===== src/rtl/prog_mem_pkg.sv =====
// Shared definitions for the loadable program memory: default geometry and
// controller state encodings.
package prog_mem_pkg;

    localparam int unsigned INSTRUCTION_WIDTH = 32;
    localparam int unsigned PM_DATA_WIDTH     = INSTRUCTION_WIDTH;
    localparam int unsigned PM_ADDR_WIDTH     = 5;

    typedef logic [1:0] pm_state_t;

    localparam pm_state_t PM_IDLE    = 2'd0;
    localparam pm_state_t PM_LOADING = 2'd1;
    localparam pm_state_t PM_READY   = 2'd2;

endpackage


===== src/rtl/prog_mem_if.sv =====
// Load-stream and fetch-port bundle between the loader/fetch stage (master)
// and the program memory (slave).
interface prog_mem_if
    import prog_mem_pkg::*;
#(
    parameter int unsigned DATA_WIDTH = PM_DATA_WIDTH,
    parameter int unsigned ADDR_WIDTH = PM_ADDR_WIDTH
) ();

    logic                  load_start;
    logic                  load_valid;
    logic [DATA_WIDTH-1:0] load_data;
    logic                  load_last;
    logic                  load_ready;
    logic [ADDR_WIDTH:0]   prog_len;
    logic                  ready;
    logic                  fetch_req;
    logic [ADDR_WIDTH-1:0] fetch_addr;
    logic                  fetch_valid;
    logic [DATA_WIDTH-1:0] fetch_data;
    logic                  fetch_oob;
    logic                  fetch_err;

    modport master (
        output load_start, load_valid, load_data, load_last, fetch_req, fetch_addr,
        input  load_ready, prog_len, ready, fetch_valid, fetch_data, fetch_oob, fetch_err
    );

    modport slave (
        input  load_start, load_valid, load_data, load_last, fetch_req, fetch_addr,
        output load_ready, prog_len, ready, fetch_valid, fetch_data, fetch_oob, fetch_err
    );

endinterface


===== src/rtl/prog_mem_sp_ram_1w1r.sv =====
// DEPTH x DATA_WIDTH RAM: synchronous write port, registered read port.
// A read and write to the same address in one cycle returns the old word.
module sp_ram_1w1r #(
    parameter int unsigned DATA_WIDTH = 32,
    parameter int unsigned ADDR_WIDTH = 5
) (
    input  logic                  clk,
    input  logic                  wr_en_i,
    input  logic [ADDR_WIDTH-1:0] wr_addr_i,
    input  logic [DATA_WIDTH-1:0] wr_data_i,
    input  logic                  rd_en_i,
    input  logic [ADDR_WIDTH-1:0] rd_addr_i,
    output logic [DATA_WIDTH-1:0] rd_data_o
);

    localparam int unsigned DEPTH = 2 ** ADDR_WIDTH;

    logic [DATA_WIDTH-1:0] mem_q [DEPTH];
    logic [DATA_WIDTH-1:0] rd_data_q;

    always_ff @(posedge clk) begin
        if (wr_en_i) begin
            mem_q[wr_addr_i] <= wr_data_i;
        end
        if (rd_en_i) begin
            rd_data_q <= mem_q[rd_addr_i];
        end
    end

    assign rd_data_o = rd_data_q;

endmodule


===== src/rtl/prog_mem.sv =====
// Loadable program memory: load-stream controller, program length tracking
// and a one-cycle registered fetch port over sp_ram_1w1r.
module prog_mem
    import prog_mem_pkg::*;
#(
    parameter int unsigned DATA_WIDTH = PM_DATA_WIDTH,
    parameter int unsigned ADDR_WIDTH = PM_ADDR_WIDTH
) (
    input  logic       clk,
    input  logic       rst,
    prog_mem_if.slave  bus
);

    pm_state_t             state_q, state_d;
    logic [ADDR_WIDTH-1:0] load_ptr_q, load_ptr_d;
    logic [ADDR_WIDTH:0]   prog_len_q, prog_len_d;
    logic                  fetch_valid_q, fetch_valid_d;
    logic                  fetch_oob_q, fetch_oob_d;
    logic                  fetch_err_q, fetch_err_d;
    logic                  data_zero_q, data_zero_d;
    logic                  wr_en;
    logic                  fetch_acc;
    logic [DATA_WIDTH-1:0] rd_data;

    always_comb begin
        state_d       = state_q;
        load_ptr_d    = load_ptr_q;
        prog_len_d    = prog_len_q;
        fetch_valid_d = 1'b0;
        fetch_oob_d   = 1'b0;
        fetch_err_d   = 1'b0;
        data_zero_d   = data_zero_q;
        wr_en         = 1'b0;
        fetch_acc     = 1'b0;

        // Fetch is decided on the current state, so a fetch coinciding with
        // load_start in READY still sees the old program.
        if (bus.fetch_req) begin
            if (state_q == PM_READY) begin
                fetch_acc     = 1'b1;
                fetch_valid_d = 1'b1;
                fetch_oob_d   = ({1'b0, bus.fetch_addr} >= prog_len_q);
                data_zero_d   = 1'b0;
            end else begin
                fetch_err_d   = 1'b1;
                data_zero_d   = 1'b1;
            end
        end

        case (state_q)
            PM_IDLE, PM_READY: begin
                if (bus.load_start) begin
                    state_d    = PM_LOADING;
                    load_ptr_d = '0;
                    prog_len_d = '0;
                end
            end
            PM_LOADING: begin
                if (bus.load_start) begin
                    load_ptr_d = '0;
                    prog_len_d = '0;
                end else if (bus.load_valid) begin
                    wr_en      = 1'b1;
                    load_ptr_d = load_ptr_q + ADDR_WIDTH'(1);
                    prog_len_d = prog_len_q + (ADDR_WIDTH + 1)'(1);
                    if (bus.load_last || (&load_ptr_q)) begin
                        state_d = PM_READY;
                    end
                end
            end
            default: state_d = PM_IDLE;
        endcase
    end

    always_ff @(posedge clk) begin
        if (rst) begin
            state_q       <= PM_IDLE;
            load_ptr_q    <= '0;
            prog_len_q    <= '0;
            fetch_valid_q <= 1'b0;
            fetch_oob_q   <= 1'b0;
            fetch_err_q   <= 1'b0;
            data_zero_q   <= 1'b1;
        end else begin
            state_q       <= state_d;
            load_ptr_q    <= load_ptr_d;
            prog_len_q    <= prog_len_d;
            fetch_valid_q <= fetch_valid_d;
            fetch_oob_q   <= fetch_oob_d;
            fetch_err_q   <= fetch_err_d;
            data_zero_q   <= data_zero_d;
        end
    end

    sp_ram_1w1r #(
        .DATA_WIDTH (DATA_WIDTH),
        .ADDR_WIDTH (ADDR_WIDTH)
    ) u_ram (
        .clk       (clk),
        .wr_en_i   (wr_en),
        .wr_addr_i (load_ptr_q),
        .wr_data_i (bus.load_data),
        .rd_en_i   (fetch_acc),
        .rd_addr_i (bus.fetch_addr),
        .rd_data_o (rd_data)
    );

    // The RAM read register only updates on accepted fetches, so it already
    // holds; data_zero_q forces zero after reset or a rejected request.
    assign bus.load_ready  = (state_q == PM_LOADING);
    assign bus.ready       = (state_q == PM_READY);
    assign bus.prog_len    = prog_len_q;
    assign bus.fetch_valid = fetch_valid_q;
    assign bus.fetch_oob   = fetch_oob_q;
    assign bus.fetch_err   = fetch_err_q;
    assign bus.fetch_data  = data_zero_q ? '0 : rd_data;

endmodule


===== src/flat_wrapper.sv =====
// flat-port wrapper written by rule: the top's interface ports become plain ports
module prog_mem_flat import prog_mem_pkg::*;
#(
    parameter int unsigned DATA_WIDTH = PM_DATA_WIDTH,
    parameter int unsigned ADDR_WIDTH = PM_ADDR_WIDTH
)
  (clk, rst, bus_load_start, bus_load_valid, bus_load_data, bus_load_last, bus_fetch_req, bus_fetch_addr, bus_load_ready, bus_prog_len, bus_ready, bus_fetch_valid, bus_fetch_data, bus_fetch_oob, bus_fetch_err);
  prog_mem_if #(.DATA_WIDTH(DATA_WIDTH), .ADDR_WIDTH(ADDR_WIDTH)) bus_i ();
  input  logic clk;
  input  logic rst;
  input wire logic [$bits(bus_i.load_start)-1:0] bus_load_start;
  input wire logic [$bits(bus_i.load_valid)-1:0] bus_load_valid;
  input wire logic [$bits(bus_i.load_data)-1:0] bus_load_data;
  input wire logic [$bits(bus_i.load_last)-1:0] bus_load_last;
  input wire logic [$bits(bus_i.fetch_req)-1:0] bus_fetch_req;
  input wire logic [$bits(bus_i.fetch_addr)-1:0] bus_fetch_addr;
  output wire logic [$bits(bus_i.load_ready)-1:0] bus_load_ready;
  output wire logic [$bits(bus_i.prog_len)-1:0] bus_prog_len;
  output wire logic [$bits(bus_i.ready)-1:0] bus_ready;
  output wire logic [$bits(bus_i.fetch_valid)-1:0] bus_fetch_valid;
  output wire logic [$bits(bus_i.fetch_data)-1:0] bus_fetch_data;
  output wire logic [$bits(bus_i.fetch_oob)-1:0] bus_fetch_oob;
  output wire logic [$bits(bus_i.fetch_err)-1:0] bus_fetch_err;
  assign bus_i.load_start = bus_load_start;
  assign bus_i.load_valid = bus_load_valid;
  assign bus_i.load_data = bus_load_data;
  assign bus_i.load_last = bus_load_last;
  assign bus_i.fetch_req = bus_fetch_req;
  assign bus_i.fetch_addr = bus_fetch_addr;
  assign bus_load_ready = bus_i.load_ready;
  assign bus_prog_len = bus_i.prog_len;
  assign bus_ready = bus_i.ready;
  assign bus_fetch_valid = bus_i.fetch_valid;
  assign bus_fetch_data = bus_i.fetch_data;
  assign bus_fetch_oob = bus_i.fetch_oob;
  assign bus_fetch_err = bus_i.fetch_err;
  prog_mem #(.DATA_WIDTH(DATA_WIDTH), .ADDR_WIDTH(ADDR_WIDTH)) u_core (.clk(clk), .rst(rst), .bus(bus_i));
endmodule

===== config.mk =====
export PLATFORM = sky130hd
export DESIGN_NAME = prog_mem_flat
export DESIGN_NICKNAME = d
export VERILOG_FILES = /design/src/rtl/prog_mem_pkg.sv /design/src/rtl/prog_mem_if.sv /design/src/rtl/prog_mem_sp_ram_1w1r.sv /design/src/rtl/prog_mem.sv /design/src/flat_wrapper.sv
export SDC_FILE = /design/constraint.sdc
export NUM_CORES = 1
export LEC_CHECK = 0
export ABC_CLOCK_PERIOD_IN_PS = 8200
export CORE_MARGIN = 1
export CORE_UTILIZATION = 40
export DETAILED_ROUTE_END_ITERATION = 16
export DONT_BUFFER_PORTS = 1
export PLACE_DENSITY = 0.64
export SYNTH_ARGS = -nofsm -noshare
export SYNTH_HDL_FRONTEND = slang
export SYNTH_SLANG_ARGS = --single-unit

===== constraint.sdc =====
create_clock -name clk -period 8.2 [get_ports clk]
set_input_delay 1.64 -clock clk [delete_from_list [all_inputs] [get_ports clk]]
set_output_delay 1.64 -clock clk [all_outputs]
set_load 0.03 [all_outputs]

After elaboration in Yosys (flattened, before gate mapping). Memories as Yosys holds them, arrays and structs flattened. A register that Yosys moved wholly into a read port is not among the register bits. Index checks and enable logic that the tools add are counted.

Flip-flop bits (word level): 17. Bits in writable memories: 1024. Input port bits: 43. Output and inout bits: 43. Word-level logic and storage cells: 51. Memories: 1.

Memory list: u_core.u_ram.mem_q (depth 32, width 32, read ports 1, clocked after Yosys merged registers in 1, write ports 1, RTL line prog_mem_sp_ram_1w1r.sv:18) `logic [DATA_WIDTH-1:0] mem_q [DEPTH];`.

$add $sub $neg: 2. $lt $le $gt $ge: 1. Eq/ne operators: 7. Multiplexer cells: 22. Bitwise logic cells: 2. Reduce and logical (&&, ||, !) cells: 9.

Operator list (count): $mux 32 (1); $mux 6 (3); $mux 5 (3); $pmux 6 s2 (1); $pmux 5 s2 (1); $mux 1 (8); $mux 2 (4); $add 6x1->6 const B (1); $ge 5x6->1 (1); $ne 2x2->1 const B (3); $add 5x1->5 const B (1); $reduce_and 5->1 (1); $pmux 2 s2 (1); $reduce_and 4->1 (1); $reduce_or 2->1 (2); $ne 3x3->1 const B (1); $reduce_and 3->1 (1); $reduce_or 3->1 (1); $eq 2x1->1 const B (1); $eq 2x2->1 const B (1); $logic_not 2->1 (1); $ne 2x1->1 const B (1); $not 1->1 (2); $reduce_bool 2->1 (1); $logic_or 1x1->1 (1).

Depth between registers and ports, before layout.
Word-level depth: 6. Mapped depth: 9. Depth with buffers taken out: 7.

Cells and area by module. Synthesis repeated with hierarchy kept, for this count alone.

Cells, all modules: 2389. Area total of the unflattened synthesis: 41880.2 µm².

Modules (own cells, without submodules): sp_ram_1w1r (instances 1, cells an instance 2260, area each 40805.4 µm², seq. area each 31710.4 µm²); prog_mem (instances 1, cells an instance 129, area each 1074.8 µm², seq. area each 340.3 µm²).

Worst setup path before layout. No wires, ideal clock.

Path type: input to register. From: input bus_load_start. To: memory u_core.u_ram.mem_q[31][0], enable pin. Library setup time: 421 ps. Arrival: 3533 ps. Required time: 7779 ps. Setup slack: 4246 ps. Stages on the path: 4. Path buffers: 0. Path through: nor2b_1 > and2_1 > nand2_1 > nor2_1.

Longest elaborated chain between the ends: 4.

Ends and longest elaborated chain: start, declared (RTL line flat_wrapper.sv:11) `input wire logic [$bits(bus_i.load_start)-1:0] bus_load_start;`; $mux 1 (RTL line prog_mem.sv:59) `if (bus.load_start) begin`; $mux 1 (RTL line prog_mem.sv:50) `case (state_q)`; $mux 1 (RTL line prog_mem_sp_ram_1w1r.sv:22) `if (wr_en_i) begin`; $mux 1 (implied by the code) (RTL line prog_mem_sp_ram_1w1r.sv:23) `mem_q[wr_addr_i] <= wr_data_i;`; end, declared (RTL line prog_mem_sp_ram_1w1r.sv:18).

Every way passes these cells.

Final worst setup path.
From: register u_core.state_q[0]. To: memory u_core.u_ram.mem_q[17][9], enable pin.

Longest elaborated chain between the ends: 4.

Ends and longest elaborated chain: start, declared (RTL line prog_mem.sv:14) `pm_state_t state_q, state_d;`; start signal, assigned (RTL line prog_mem.sv:85) `state_q <= state_d;`; $eq 2x1->1; net bus_load_ready (RTL line flat_wrapper.sv:17) `output wire logic [$bits(bus_i.load_ready)-1:0] bus_load_ready;`; $mux 1 (RTL line prog_mem.sv:50); $mux 1 (RTL line prog_mem_sp_ram_1w1r.sv:22); $mux 1 (implied by the code) (RTL line prog_mem_sp_ram_1w1r.sv:23).

The timed path passes the listed nets, and every way through them passes these cells.

==> results list <==
- Initial Utilization: 0.406
- Violated checks: max-slew violations
- Max-slew violation count: approximately 140
- In the final timing run, aggregate negative setup slack is 0 ns.
- 0 antenna diodes ended up in the layout.
* Setup Slack @ Placement: 3.86 ns
- FP Rows: 117
* Data arrival time at the worst-slack endpoint: about 4.2 ns
- Cell at the root of the clock tree: sky130_fd_sc_hd__clkbuf_16
- Number of antenna-violating nets in the routed design: 0
* Startpoint-to-endpoint class of the critical path: reg2reg
- Final Setup Violations: 0
* Final routed DRC violation total: 0
- CP max stage delay: 1.16 ns
- Cell area after synthesis: 41,500 µm²
* Port Buf Inserts: 0
* Unrepaired setup endpoints after global routing: false
* Endpoint required time on the critical path: 8.47 ns
- After synthesis, the largest family of logic cells by area is multiplexers.
- Number of top-level design ports: 86
* Crit path cell chain: nor2b_1 -> nor2b_1 -> and2_1 -> nand2_1 -> nor2_4
* Clock-pin slew on the worst setup and hold paths: 0.06 ns
* Num CTS Buffers: 101
- Flip-flop and latch count after synthesis: roughly 1,100
- Min-delay worst type: reg2reg
- The Yosys step of the flow raised 0 warnings.
- The first global-routing pass estimated 138 mm of wire.
- After legalization and detailed placement, the total HPWL measured 55.7 mm.
- Vias per Instance: between 5 and 6
- Number of buffers inserted to repair setup after CTS: 0
- The cell that appears most often on the critical path is sky130_fd_sc_hd__nor2b_1.
- Number of instances in the synthesized netlist: approximately 2,200
- Post-CTS repair changed the size of 0 cells.
- Yosys top cell area share: 0.764
* Detail Route met3 WL: 4.72 mm
* Fill cell count: 8,477
* Met2 Wirelength: 49.7 mm
- The netlist uses 39 different library cells.
- The number of nets in the synthesized netlist is 2,210.
- Synth async-reset ratio: 0
- The first TritonRoute pass finished after 5 iterations.
- The die is 324 µm wide.
- Signal routing reaches up to met4.
* Final WS setup: approximately 4.3 ns
- The number of global-route vias before repair was between 15,000 and 20,000.
- Synth Area in Simple Gates: 0.0473
- The detailed router put a total of 37.0 mm of wire on met1.
* Number of buffers and inverters on the critical path: 0
* Leakage power summed over all cells: around 14 nW
* Maximum fanout along the worst path: 32
- For the pin with the worst max-slew slack, the measured transition is 1.76 ns.
- Area inside the core boundary: 102,000 µm²
* Endpoint kind of the worst setup timing path: register
- Global route total overflow: 0
* Antenna violations before repair: 0
- Drt initial violations: roughly 1,800
- Number of vias after detailed routing: slightly below 20,000
* Wire length per cell after detailed routing: 26.5 µm
* Max-cap viol count: 0
* Post-synthesis adder-cell area fraction: 0.00332
* Number of hold violations in the final report: 0
- Area delta synth->final: 11.2%
* Area of the die: roughly 110,000 µm²
- The share of the Yosys chip area taken by registers is 0.772.
* Compound-cell area share of the yosys netlist: 0.0429
* Number of synthesized flops with an enable pin: 1,056
* Routability cong.: 0.838
* Startpoint type of the worst setup path: register
* Fraction of final layout cells with drive strength greater than 1: 0.155
* Clock sink total: 1,073
- Post-route clock skew: 0.0299 ns
- Shortest period the worst path allows: 3.90 ns
* Post-synthesis xor/xnor area fraction: 0.00169
* Avg Synthesized Cell Area: between 15 and 20 µm²
- Among cell families on the critical path, the largest total delay comes from simple AND/OR/NAND/NOR gates.
- Clock latency on the worst-skew pair: 0.69 ns
- Cell taking the most area after synthesis: sky130_fd_sc_hd__edfxtp_1
- Htree depth: 3
- Highest attainable clock frequency: 256 MHz
- Wirelength, routed: 95.3 mm
- In this run the vertical extent of the chip is between 300 and 400 µm.
* Total GRT Usage: 0.182
- Yosys attributes the largest share of cell area to sky130_fd_sc_hd__edfxtp_1, sky130_fd_sc_hd__mux4_2, sky130_fd_sc_hd__mux2i_1.
* Clock tree from TritonCTS: done
- Power spread over the standard cell area amounts to 238 nW/µm².
- Final core utilization: 0.451
* Run status: finished with violations
- Maximum number of pins on one net before global-route repair: 450
- At the end of the flow, the number of nets in the layout was 2,202.
* Headroom to the max-slew limit: -0.170
- After clock tree synthesis, the flow added hold-fix buffers numbering 0.
* Mux contribution to synthesized area: 0.116
* Most frequently used flop master after synthesis: sky130_fd_sc_hd__edfxtp_1
* Fin crit share: 0.476
* Bufs on Longest Clock Path: 3
* Maximum vdd drop: 0.156 mV
- The largest individual stage delay along the critical path comes from the cell sky130_fd_sc_hd__nor2_4.
==> layout by cell type (no fill, tap or decap), types with 35 or more instances in the layout <==
cell type                   Yosys  routed
sky130_fd_sc_hd__nand4_1       35      35
sky130_fd_sc_hd__clkbuf_16      0     103
sky130_fd_sc_hd__edfxtp_1    1056    1056
sky130_fd_sc_hd__nor2b_1      165     163
sky130_fd_sc_hd__a21oi_1      112     112
sky130_fd_sc_hd__a211oi_1      65      65
sky130_fd_sc_hd__nand3_1       67      67
sky130_fd_sc_hd__nor2_4         1      35
sky130_fd_sc_hd__a22oi_1       64      64
sky130_fd_sc_hd__mux4_2       128     128
sky130_fd_sc_hd__mux2i_1      193     193
==> metrics by stage <==
stage / hold WS [ns] / area (µm²) / total power [mW] / instances
floorplan: 0.473 / 41500 / 6.42 / 2156
global placement: 0.490 / 42900 / 6.44 / 3413
detailed placement: 0.508 / 42900 / 6.44 / 3413
CTS: 0.516 / 46100 / 11.0 / 3596
global route: 0.546 / 46100 / 11.2 / 3596
finish: 0.530 / 46100 / 11.0 / 3596
==> metal layers <==
metal	GRT usage	vias up
li1	-	8674
met1	0.221	10388
met2	0.320	581
met3	0.0287	150
met4	0.0808	0
met5	0	-
==> report_power, final <==
| part | leakage [nW] | internal [mW] | total (mW) | switching [mW] |
|---|---|---|---|---|
| clock | 1.60 | 2.63 | 4.64 | 2.01 |
| combinational | 3.08 | 0.142 | 0.296 | 0.154 |
| sequential | 9.63 | 6.03 | 6.03 | 0.00449 |
| total | 14.3 | 8.81 | 11.0 | 2.16 |
==> Yosys cell counts, types with 7 or more instances <==
cell type and instances:
sky130_fd_sc_hd__inv_1 7, sky130_fd_sc_hd__buf_6 7, sky130_fd_sc_hd__a21oi_2 24, sky130_fd_sc_hd__nor2_1 45
sky130_fd_sc_hd__mux4_2 128, sky130_fd_sc_hd__mux2i_1 193, sky130_fd_sc_hd__nand3_1 67, sky130_fd_sc_hd__dfxtp_1 17
sky130_fd_sc_hd__ha_1 11, sky130_fd_sc_hd__a22oi_1 64, sky130_fd_sc_hd__buf_1 10, sky130_fd_sc_hd__a211oi_1 65
sky130_fd_sc_hd__buf_2 35, sky130_fd_sc_hd__nor2b_1 165, sky130_fd_sc_hd__clkbuf_1 43, sky130_fd_sc_hd__a21oi_1 112
sky130_fd_sc_hd__nand2_1 12, sky130_fd_sc_hd__nand4_1 35, sky130_fd_sc_hd__buf_4 16, sky130_fd_sc_hd__edfxtp_1 1056
==> sequential cells by signal, indices dropped and copies added, names as in the netlist <==
name / cells
u_core.load_ptr_q: 5
u_core.u_ram.mem_q: 1024
u_core.u_ram.rd_data_o: 32
u_core.bus.fetch_oob: 1
u_core.state_q: 2
u_core.data_zero_q: 1
u_core.bus.prog_len: 6
u_core.bus.fetch_err: 1
u_core.bus.fetch_valid: 1
==> final timing paths <==
path                     startpoint                         to  slack (ns)  depth (start not counted)
setup / recovery  u_core.state_q[0]  u_core.u_ram.mem_q[17][9]        4.30                          5
hold / removal    u_core.state_q[1]          u_core.state_q[0]        0.53                          1
setup reg to reg  u_core.state_q[0]  u_core.u_ram.mem_q[17][9]        4.30                          5
hold reg to reg   u_core.state_q[1]          u_core.state_q[0]        0.53                          1
==> cells by family (layout without fill, tap and decap cells) <==
group	after synthesis	count (layout)
AO/OA/AOI/OAI	271	271
XOR/XNOR	8	8
adder cells (fa/ha/maj)	11	11
buffers and inverters	125	197
flip-flops	1073	1073
multiplexers	321	321
AND/OR/NAND/NOR	347	347
==> cell type report <==
| class | count | area (µm²) | share of cell area |
|---|---|---|---|
| flip-flops and latches | 1073 | 32100 | 0.695 |
| multi-input cells | 958 | 9050 | 0.196 |
| clock buffers | 129 | 2680 | 0.0580 |
| well taps | 1368 | 1710 | 0.0371 |
| clock inverters | 54 | 582 | 0.0126 |
| repair buffers | 7 | 52.6 | 0.00114 |
| inverters | 7 | 26.3 | 0.000569 |
==> worst register-to-register path, stage by stage (launching register included) <==
cell and delay, ns:
sky130_fd_sc_hd__dfxtp_1 0.43, sky130_fd_sc_hd__nor2b_1 0.66, sky130_fd_sc_hd__nor2b_1 0.29, sky130_fd_sc_hd__and2_1 0.32
sky130_fd_sc_hd__nand2_1 0.60, sky130_fd_sc_hd__nor2_4 1.17
Power figures use the tool's default switching activity.
